[config.mk]
export PLATFORM = sky130hd
export DESIGN_NAME = if_stage
export DESIGN_NICKNAME = d
export VERILOG_FILES = /design/src/rtl/if_stage_pkg.sv /design/src/rtl/if_stage.sv
export SDC_FILE = /design/constraint.sdc
export NUM_CORES = 1
export LEC_CHECK = 0
export ABC_AREA = 1
export BUFFER_PORTS_ARGS = -buffer_cell sky130_fd_sc_hd__buf_4
export CAP_MARGIN = 20
export CORE_ASPECT_RATIO = 0.5
export CORE_MARGIN = 2
export CORE_UTILIZATION = 50
export CTS_BUF_LIST = sky130_fd_sc_hd__clkbuf_4 sky130_fd_sc_hd__clkbuf_8
export CTS_CLUSTER_SIZE = 30
export DETAILED_ROUTE_END_ITERATION = 10
export HOLD_SLACK_MARGIN = 0.03
export PLACE_DENSITY = 0.76
export SETUP_SLACK_MARGIN = 0.2
export SYNTH_ARGS = -nofsm -noshare
export SYNTH_HDL_FRONTEND = slang
export SYNTH_SLANG_ARGS = --single-unit
[constraint.sdc]
create_clock -name clk -period 1.6 [get_ports clk]
set_input_delay 0.08 -clock clk [delete_from_list [all_inputs] [get_ports clk]]
set_output_delay 0.08 -clock clk [all_outputs]
set_load 0.02 [all_outputs]
[src/rtl/if_stage_pkg.sv]
// Shared fetch/decode definitions: bus widths, boot address and fetch FSM states.
// Imported by the fetch stage and anything that has to agree on the bus layouts.
package if_stage_pkg;

    localparam int FS_TO_DS_BUS_WD = 64;
    localparam int BR_BUS_WD       = 33;

    localparam logic [31:0] DEF_RESET_PC = 32'hbfc00000;

    // Fetch handshake states; at most one request is ever outstanding.
    typedef enum logic [1:0] {
        S_REQ  = 2'd0,
        S_WAIT = 2'd1,
        S_HOLD = 2'd2
    } fs_state_t;

endpackage

[src/rtl/if_stage.sv]
// MIPS instruction-fetch stage: owns the PC, issues one SRAM read at a time and
// hands {inst, pc} to decode, honouring branch delay slots from the decode branch bus.
module if_stage
    import if_stage_pkg::*;
#(
    parameter logic [31:0] RESET_PC = DEF_RESET_PC
) (
    input  logic                       clk,
    input  logic                       resetn,
    input  logic                       ds_allowin,
    input  logic [BR_BUS_WD-1:0]       br_bus,
    output logic                       fs_to_ds_valid,
    output logic [FS_TO_DS_BUS_WD-1:0] fs_to_ds_bus,
    output logic                       inst_sram_req,
    output logic                       inst_sram_wr,
    output logic [1:0]                 inst_sram_size,
    output logic [3:0]                 inst_sram_wstrb,
    output logic [31:0]                inst_sram_wdata,
    output logic [31:0]                inst_sram_addr,
    input  logic                       inst_sram_addr_ok,
    input  logic                       inst_sram_data_ok,
    input  logic [31:0]                inst_sram_rdata
);

    fs_state_t   state_reg, state_next;
    logic [31:0] req_pc_reg, req_pc_next;
    logic [31:0] fs_pc_reg, fs_pc_next;
    logic [31:0] inst_buf_reg, inst_buf_next;
    logic        br_pend_reg, br_pend_next;
    logic        br_used_reg, br_used_next;
    logic [31:0] br_tgt_reg, br_tgt_next;

    logic        br_taken;
    logic [31:0] br_target;
    logic        br_capture;

    assign br_taken  = br_bus[32];
    assign br_target = br_bus[31:0];

    // A branch is taken once, even while decode stalls with br_taken held high.
    assign br_capture = br_taken && !br_used_reg && !br_pend_reg;

    always_ff @(posedge clk or negedge resetn) begin
        if (!resetn) begin
            state_reg    <= S_REQ;
            req_pc_reg   <= RESET_PC;
            fs_pc_reg    <= 32'd0;
            inst_buf_reg <= 32'd0;
            br_pend_reg  <= 1'b0;
            br_used_reg  <= 1'b0;
            br_tgt_reg   <= 32'd0;
        end else begin
            state_reg    <= state_next;
            req_pc_reg   <= req_pc_next;
            fs_pc_reg    <= fs_pc_next;
            inst_buf_reg <= inst_buf_next;
            br_pend_reg  <= br_pend_next;
            br_used_reg  <= br_used_next;
            br_tgt_reg   <= br_tgt_next;
        end
    end

    always_comb begin
        state_next    = state_reg;
        req_pc_next   = req_pc_reg;
        fs_pc_next    = fs_pc_reg;
        inst_buf_next = inst_buf_reg;
        br_pend_next  = br_pend_reg;
        br_used_next  = br_used_reg;
        br_tgt_next   = br_tgt_reg;

        if (!br_taken) begin
            br_used_next = 1'b0;
        end

        case (state_reg)
            S_REQ: begin
                if (inst_sram_addr_ok) begin
                    fs_pc_next = req_pc_reg;
                    state_next = S_WAIT;
                    if (br_pend_reg) begin
                        req_pc_next  = br_tgt_reg;
                        br_pend_next = 1'b0;
                        br_used_next = 1'b1;
                    end else if (br_capture) begin
                        req_pc_next  = br_target;
                        br_used_next = 1'b1;
                    end else begin
                        req_pc_next = req_pc_reg + 32'd4;
                    end
                end else if (br_capture) begin
                    // Delay slot is still waiting for acceptance; redirect after it.
                    br_tgt_next  = br_target;
                    br_pend_next = 1'b1;
                end
            end
            S_WAIT: begin
                if (br_capture) begin
                    req_pc_next  = br_target;
                    br_used_next = 1'b1;
                end
                if (inst_sram_data_ok) begin
                    if (ds_allowin) begin
                        state_next = S_REQ;
                    end else begin
                        inst_buf_next = inst_sram_rdata;
                        state_next    = S_HOLD;
                    end
                end
            end
            S_HOLD: begin
                if (br_capture) begin
                    req_pc_next  = br_target;
                    br_used_next = 1'b1;
                end
                if (ds_allowin) begin
                    state_next = S_REQ;
                end
            end
            default: begin
                state_next = S_REQ;
            end
        endcase
    end

    logic        out_valid;
    logic [31:0] out_inst;
    logic [31:0] out_pc;

    // Data goes straight to decode on data_ok; the buffer only serves a stalled decode.
    always_comb begin
        out_valid = 1'b0;
        out_inst  = inst_sram_rdata;
        out_pc    = fs_pc_reg;
        case (state_reg)
            S_REQ: begin
                out_pc = req_pc_reg;
            end
            S_WAIT: begin
                out_valid = inst_sram_data_ok;
            end
            S_HOLD: begin
                out_valid = 1'b1;
                out_inst  = inst_buf_reg;
            end
            default: begin
                out_valid = 1'b0;
            end
        endcase
    end

    // Outputs are forced quiet while reset is asserted, independent of the clock.
    assign fs_to_ds_valid  = resetn && out_valid;
    assign fs_to_ds_bus    = resetn ? {out_inst, out_pc} : {FS_TO_DS_BUS_WD{1'b0}};
    assign inst_sram_req   = resetn && (state_reg == S_REQ);
    assign inst_sram_addr  = resetn ? req_pc_reg : 32'd0;
    assign inst_sram_size  = resetn ? 2'd2 : 2'd0;
    assign inst_sram_wr    = 1'b0;
    assign inst_sram_wstrb = 4'd0;
    assign inst_sram_wdata = 32'd0;

endmodule

==> results_dict.tcl, run 1 <==
set metrics [dict create \
    outcome "did not finish" \
    failing_step "5_1_grt" \
    error_line "[ERROR DPL-0038] Utilization greater than 100%, impossible to legalize" \
    synth.top_cell.area_share_pct 38.69 \
    synth_cells 1115 \
    grt_max_degree 33 \
    port_buffers 168 \
    start_util_pct 51.34 \
    rows 32 \
    chipHeight_um 93.19 \
    htree_num_levels 4 \
    ys_warn_count 0 \
    netlist_area_um2 7955 \
    clockBufferDepth 2 \
    yosys-top-cells-area "dfrtp_1, nand2_1, o21ai_0" \
    synth_cell_types 43 \
    ios 207 \
    cts_root_buf "clkbuf_8" \
    cts_buffers 17 \
    yosysSeqAreaShare_pct 41.66 \
    cts_sinks 132 \
    gp_congestion 0.9468 \
    pre_cts_ws_ns -0.05123 \
    synth_area_per_cell_um2 7.135 \
    netlist.top_cell.by_area "dfrtp_1" \
    die-width_um 182.4 \
    postGrtWorstEndpoint "fs_to_ds_bus[39]" \
    endpoint_type "top-level output" \
    place_hpwl_um 18240 \
    synth_seq_cells 132 \
]
cells by family after synthesis:
logic type | count (synthesis) | synth area share (%)
and+or+nand+nor | 417 | 21.30
AOI/OAI and AO/OA | 308 | 20.78
buffers and inverters | 242 | 13.94
DFF | 132 | 41.66
adders and majority gates | 5 | 0.7864
xor gates and xnor gates | 5 | 0.5505
muxes | 5 | 0.9437
other | 1 | 0.04714
stage by stage:
| step | area (µm²) | util [%] | TNS, ns | hold WS (ns) | std cells |
|---|---|---|---|---|---|
| 2_1_floorplan | 8474 | - | 0 | -0.2156 | 1152 |
| 3_3_place_gp | 10230 | 66.02 | -0.06376 | -0.05174 | 1522 |
| 3_5_place_dp | 10230 | 66.02 | -0.2788 | -0.04855 | 1522 |
| 4_1_cts | 13430 | 86.65 | -33.08 | 0.03937 | 1707 |
repair_timing:
action	CTS
hold buffers	78
endpoints found under the setup margin	207
endpoints found under the hold margin	187
pin swaps	50
resized for setup	300
cloned	34
buffers inserted	43
cells in the mapped netlist:
| cell | number |
|---|---|
| o211ai_1 | 1 |
| mux2_4 | 5 |
| dfstp_2 | 9 |
| a22oi_1 | 13 |
| nand2_4 | 1 |
| nand3_2 | 1 |
| conb_1 | 1 |
| and2_1 | 1 |
| nor2_4 | 3 |
| o221ai_1 | 1 |
| a21oi_1 | 90 |
| buf_1 | 4 |
| nor2_2 | 3 |
| nand2_2 | 5 |
| a21oi_2 | 1 |
| dfrtp_1 | 123 |
| a211oi_1 | 1 |
| o21ai_2 | 1 |
| o21ai_1 | 23 |
| clkinv_4 | 1 |
| xnor2_1 | 1 |
| o21ai_0 | 156 |
| nor2_8 | 1 |
| a221oi_1 | 14 |
| nand4_1 | 1 |
| o31ai_1 | 1 |
| buf_4 | 42 |
| nor2_1 | 60 |
| or2_4 | 1 |
| nor3_2 | 1 |
| nand3_1 | 27 |
| nand2_1 | 310 |
| o22ai_1 | 4 |
| or2_2 | 1 |
| buf_6 | 4 |
| buf_2 | 6 |
| nand3b_1 | 1 |
| xor2_1 | 4 |
| inv_1 | 137 |
| ha_1 | 5 |
| a31oi_1 | 2 |
| clkbuf_1 | 44 |
| inv_2 | 4 |
==> inputs of run 2 (changes only) <==
==> config.mk (replaced) <==
export PLATFORM = sky130hd
export DESIGN_NAME = if_stage
export DESIGN_NICKNAME = d
export VERILOG_FILES = /design/src/rtl/if_stage_pkg.sv /design/src/rtl/if_stage.sv
export SDC_FILE = /design/constraint.sdc
export NUM_CORES = 1
export LEC_CHECK = 0
export ABC_AREA = 1
export BUFFER_PORTS_ARGS = -buffer_cell sky130_fd_sc_hd__buf_4
export CAP_MARGIN = 20
export CORE_MARGIN = 2
export CORE_UTILIZATION = 40
export DETAILED_ROUTE_END_ITERATION = 10
export PLACE_DENSITY_LB_ADDON = 0.15
export SYNTH_ARGS = -nofsm -noshare
export SYNTH_HDL_FRONTEND = slang
export SYNTH_SLANG_ARGS = --single-unit
==> constraint.sdc (replaced) <==
create_clock -name clk -period 2.1 [get_ports clk]
set_input_delay 0.105 -clock clk [delete_from_list [all_inputs] [get_ports clk]]
set_output_delay 0.105 -clock clk [all_outputs]
set_load 0.02 [all_outputs]
==> results_dict.tcl, run 2 <==
set metrics [dict create \
    outcome "finished clean" \
    power_density_nw_per_um2 1466 \
    postCtsSetupBuffers 0 \
    cts_buffers 17 \
    end_kind "primary output" \
    port_buffers 168 \
    fin_util_pct 55.31 \
    reg2reg_to "br_tgt_reg[1]" \
    hold_slack_ns 0.003959 \
    core_area_um2 19460 \
    chipHeight_um 145.0 \
    drc_errors 0 \
    ant_nets 0 \
    route.met3.wl_um 1587 \
    yosys-top-cells-area "dfrtp_1, nand2_1, o21ai_0" \
    p_int_mw 9.041 \
    netlist_area_um2 7955 \
    dr.pass1.iters 5 \
    yosysMostFrequentCell "nand2_1" \
    rows 51 \
    wl_per_cell_um 14.94 \
    insertion_delay_ns 0.42 \
    wl_met1_um 11040 \
    synth_area_per_cell_um2 7.135 \
    areaGrowthSynthToFinish_pct 35.31 \
    start_util_pct 40.87 \
    critPathLaunchType "flip-flop" \
    synth_seq_cells 132 \
    grt_pass1_vias 7307 \
    setup_viol 0 \
    netlist.top_cell.by_area "dfrtp_1" \
    fin_worst_skew_ns 0.007692 \
    hp-class "input pin to flip-flop" \
    grt_use_total_pct 22.26 \
    startpoint "state_reg[1]" \
    yosysSeqAreaShare_pct 41.66 \
    arrival_ns 1.90 \
    rsz0062_at_grt "true" \
    seqPwrFrac_pct 30.0 \
    clockBufferDepth 2 \
    layout.nets 1399 \
    cts_sinks 132 \
    diodes 0 \
    vias 7901 \
    grt_max_degree 69 \
    wl_met2_um 10680 \
    max_stage_delay_ns 0.40 \
    dieArea_um2 21030 \
    timing.final.max_slew_violations 0 \
    crit_end "fs_to_ds_bus[0]" \
    yosys-top-cells-count "nand2_1, o21ai_0, inv_1" \
    cts_tree "done" \
    reg2reg_slack_ns 0.14 \
    antenna_found_initial 0 \
    switching_share_pct 42.69 \
    synth_cell_types 43 \
    clk_pin_slew_worst_paths_ns 0.06 \
    ys.flop_type "dfrtp_1" \
    highest_layer "met4" \
    drt-initial-drc-count 592 \
    fin_crit_ns 2.008 \
    ir_drop_mv 0.7941 \
    pre_cts_ws_ns 0.1979 \
    post-place-cells 1507 \
    die-width_um 145.0 \
    path_cells "inv_1 > ha_4 > buf_16 > o21ai_0 > a21oi_1 > buf_4" \
    drt_wl_total_um 23930 \
    max_freq_mhz 498.0 \
    fin_cells 1602 \
    crit_type "flip-flop to primary output" \
    cts_root_buf "clkbuf_16" \
    fin_crit_sh_pct 95.62 \
    final_cell_mix "nand2_1, buf_4, o21ai_0" \
    ios 207 \
    final_common_cell "nand2_1" \
    combPwrFrac_pct 48.1 \
    p_sw_mw 6.735 \
    ys_async_sr_fraction_pct 100.0 \
    rr_startpoint "state_reg[1]" \
    clockPowerShare_pct 21.9 \
    htree_num_levels 4 \
    drive_gt1_share_pct 19.75 \
    critPathMaxFanout 34 \
    fill_cells 1855 \
    synth_cells 1115 \
    p_leak_nw 5.521 \
    grt_pass1_wl_um 38090 \
    ff2ff_path_depth 9 \
    cap_viol_max_count 0 \
    ys_warn_count 0 \
    crit_required_ns 2.00 \
    place_hpwl_um 16440 \
    vias_per_cell 4.932 \
    gp_congestion 0.8802 \
    slowest_stage "dfrtp_1" \
    finalHoldViolCount 0 \
    setup_slack_ns 0.09206 \
    grt.overflow.total 0 \
    synth_edf_count 0 \
    synth.top_cell.area_share_pct 38.69 \
]
run 2: power groups by stage:
stage	Sequential, mW	Clock (mW)	Combinational, mW
2_1_floorplan	4.39	0	5.11
3_3_place_gp	4.71	0	7.09
3_5_place_dp	4.71	0	7.21
4_1_cts	4.70	3.51	7.38
5_1_grt	4.87	3.62	8.51
6_report	4.73	3.46	7.59
run 2: critical path, delay by kind of cell (launching register included):
kind	cells	cell delay, ns
compound gates	2	0.33
fa+ha+maj	1	0.23
buf+inv	3	0.52
flops	1	0.40
run 2: cells by family (layout without fill, tap and decap cells):
| logic type | Yosys count | count (layout) | share of synthesized area, % |
|---|---|---|---|
| other | 1 | 38 | 0.04714 |
| XOR/XNOR | 5 | 5 | 0.5505 |
| multiplexers | 5 | 5 | 0.9437 |
| AND/OR/NAND/NOR | 417 | 417 | 21.30 |
| adder cells (fa/ha/maj) | 5 | 5 | 0.7864 |
| AO/OA/AOI/OAI | 308 | 308 | 20.78 |
| flip-flops | 132 | 132 | 41.66 |
| buffers and inverters | 242 | 427 | 13.94 |
run 2: worst min path at each step:
stage	from	end	slack (ns)	depth (start not counted)
6_report	br_bus[12]	br_tgt_reg[12]	0.004	3
5_1_grt	br_bus[12]	br_tgt_reg[12]	0.008	3
4_1_cts	br_bus[12]	br_tgt_reg[12]	0.0004	3
3_5_place_dp	resetn	fs_pc_reg[8]	0.06	1
3_3_place_gp	resetn	fs_pc_reg[11]	0.06	1
2_1_floorplan	resetn	br_pend_reg	-0.19	0
run 2: repair_timing:
item	4_1_cts	5_1_grt
pin swaps	0	0
hold buffers	61	0
resized for setup	2	4
gates cloned	0	2
hold endpoints to repair	145	0
endpoints found under the setup margin	1	50
run 2: layout make-up:
cell class	instances	area (µm²)	area share, %
inverters	142	538.0	4.998
repair buffers	253	2208	20.52
clock inverters	9	197.7	1.837
clock buffers	23	488.0	4.533
well taps	265	331.6	3.080
flip-flops and latches	132	3314	30.79
multi-input cells	778	3686	34.24
run 2: metrics by stage:
step | total power, mW | cell area (µm²) | setup TNS [ns]
CTS | 15.60 | 10700 | 0
global placement | 11.80 | 9393 | 0
finish | 15.78 | 10760 | 0
global route | 17.01 | 10760 | -0.008383
floorplan | 9.501 | 8094 | 0
detailed placement | 11.92 | 9393 | 0
run 2: per-layer routing:
| metal | vias up | GRT usage, % |
|---|---|---|
| li1 | 3930 | - |
| met1 | 3662 | 30.97 |
| met2 | 274 | 33.88 |
| met3 | 35 | 5.440 |
| met4 | 0 | 7.772 |
| met5 | - | 0 |
Note: power is estimated with default switching activity, not from simulation.
==> inputs of run 3 (changes only) <==
--- a/config.mk
+++ b/config.mk
@@ -8,7 +8,6 @@
 export ABC_AREA = 1
 export BUFFER_PORTS_ARGS = -buffer_cell sky130_fd_sc_hd__buf_4
 export CAP_MARGIN = 20
-export CORE_MARGIN = 2
 export CORE_UTILIZATION = 40
 export DETAILED_ROUTE_END_ITERATION = 10
 export PLACE_DENSITY_LB_ADDON = 0.15
==> results_dict.tcl, run 3 (synthesis results as in run 2) <==
set metrics [dict create \
    diodes 0 \
    clk_pin_slew_worst_paths_ns 0.06 \
    drt_wl_total_um 23650 \
    power_density_nw_per_um2 1423 \
    gp_congestion 0.9086 \
    path_cells "inv_2 > ha_4 > buf_12 > o21ai_0 > a21oi_1 > buf_4" \
    arrival_ns 1.84 \
    port_buffers 168 \
    place_hpwl_um 16300 \
    outcome "finished clean" \
    htree_num_levels 4 \
    setup_slack_ns 0.1522 \
    core_area_um2 19460 \
    max_stage_delay_ns 0.41 \
    dieArea_um2 20460 \
    slowest_stage "dfrtp_1" \
    fin_util_pct 55.17 \
    ios 207 \
    critPathLaunchType "flip-flop" \
    clockBufferDepth 2 \
    grt.overflow.total 0 \
    drc_errors 0 \
    ant_nets 0 \
    fin_crit_ns 1.948 \
    grt_max_degree 69 \
    cts_buffers 17 \
    fin_crit_sh_pct 92.75 \
    pre_cts_ws_ns 0.1150 \
    fin_worst_skew_ns 0.007073 \
    drt-initial-drc-count 599 \
    start_util_pct 40.87 \
    cap_viol_max_count 0 \
    p_leak_nw 5.528 \
    grt_use_total_pct 23.03 \
    grt_pass1_wl_um 36270 \
    insertion_delay_ns 0.42 \
    layout.nets 1409 \
    rows 51 \
    vias 7903 \
    grt_pass1_vias 6886 \
    ir_drop_mv 0.7114 \
    drive_gt1_share_pct 20.36 \
    end_kind "primary output" \
    final.setup.tns_ns 0 \
    cts_tree "done" \
    setup_viol 0 \
    crit_type "flip-flop to primary output" \
    crit_required_ns 2.00 \
    final_cell_mix "nand2_1, buf_4, o21ai_0" \
    max_freq_mhz 513.4 \
    chipHeight_um 143.0 \
    antenna_found_initial 0 \
    hp-class "input pin to flip-flop" \
    rsz0062_at_grt "false" \
    critPathMaxFanout 34 \
    wl_per_cell_um 14.68 \
    cts_root_buf "clkbuf_16" \
    power_mw 15.28 \
    cts_sinks 132 \
    timing.final.max_slew_violations 0 \
    vias_per_cell 4.906 \
    die-width_um 143.0 \
    dr.pass1.iters 5 \
    finalHoldViolCount 0 \
    areaGrowthSynthToFinish_pct 34.96 \
    final_common_cell "nand2_1" \
]
run 3: cell types whose count changed in the layout (fill, tap and decap cells not counted), sizes merged:
cell and delta:
clkinv +3, bufinv -4, clkbuf +1, buf +9
run 3: final cells by class:
class	count	area, µm²
Sequential cell	132	3314
Fill cell	1864	8726
Clock buffer	23	488.0
Multi-Input combinational cell	778	3691
Timing Repair Buffer	263	2273
Clock inverter	8	100.1
Tap cell	265	331.6
Inverter	142	538.0
run 3: metal layers:
metal,global-route usage (%),routed length [µm],vias to the layer above
li1,-,-,3957
met1,33.28,11110,3652
met2,34.53,10720,268
met3,4.259,1448,26
met4,7.414,379,0
met5,0,0,-
run 3: final timing paths:
path                                         end  cells after the start  slack [ns]              from
max in group asynchronous         br_tgt_reg[12]                      4        1.17            resetn
worst min-delay path               br_tgt_reg[1]                      3       0.003         br_bus[1]
worst min register to register  inst_buf_reg[25]                      2        0.48  inst_buf_reg[25]
min in group asynchronous          fs_pc_reg[11]                      2        0.18            resetn
worst max-delay path             fs_to_ds_bus[3]                      6        0.15      state_reg[1]
worst max register to register    req_pc_reg[10]                      9        0.27      state_reg[1]
run 3: power by group:
group	internal, mW	leakage (nW)	switching (mW)
combinational	2.93	3.60	4.66
clock	1.86	0.289	1.11
sequential	3.78	1.64	0.934
run 3: through the flow:
step	hold slack [ns]	area (µm²)	instances
after global routing	0.01888	10740	1611
after CTS	0.001787	10650	1608
after floorplan	-0.1906	8094	1152
after detailed placement	0.04819	9448	1516
final	0.002787	10740	1611
after global placement	0.04898	9448	1516
run 3: timing repair:
item,4_1_cts,5_1_grt
resized for setup,0,5
endpoints found under the setup margin,0,52
hold buffers,61,0
setup buffers,0,0
hold endpoints to repair,165,0
run 3: critical path: cells and delay by family, from the launching register on:
kind,cells,cell delay (ns)
fa+ha+maj,1,0.20
flops,1,0.41
compound gates,2,0.32
buf+inv,3,0.47
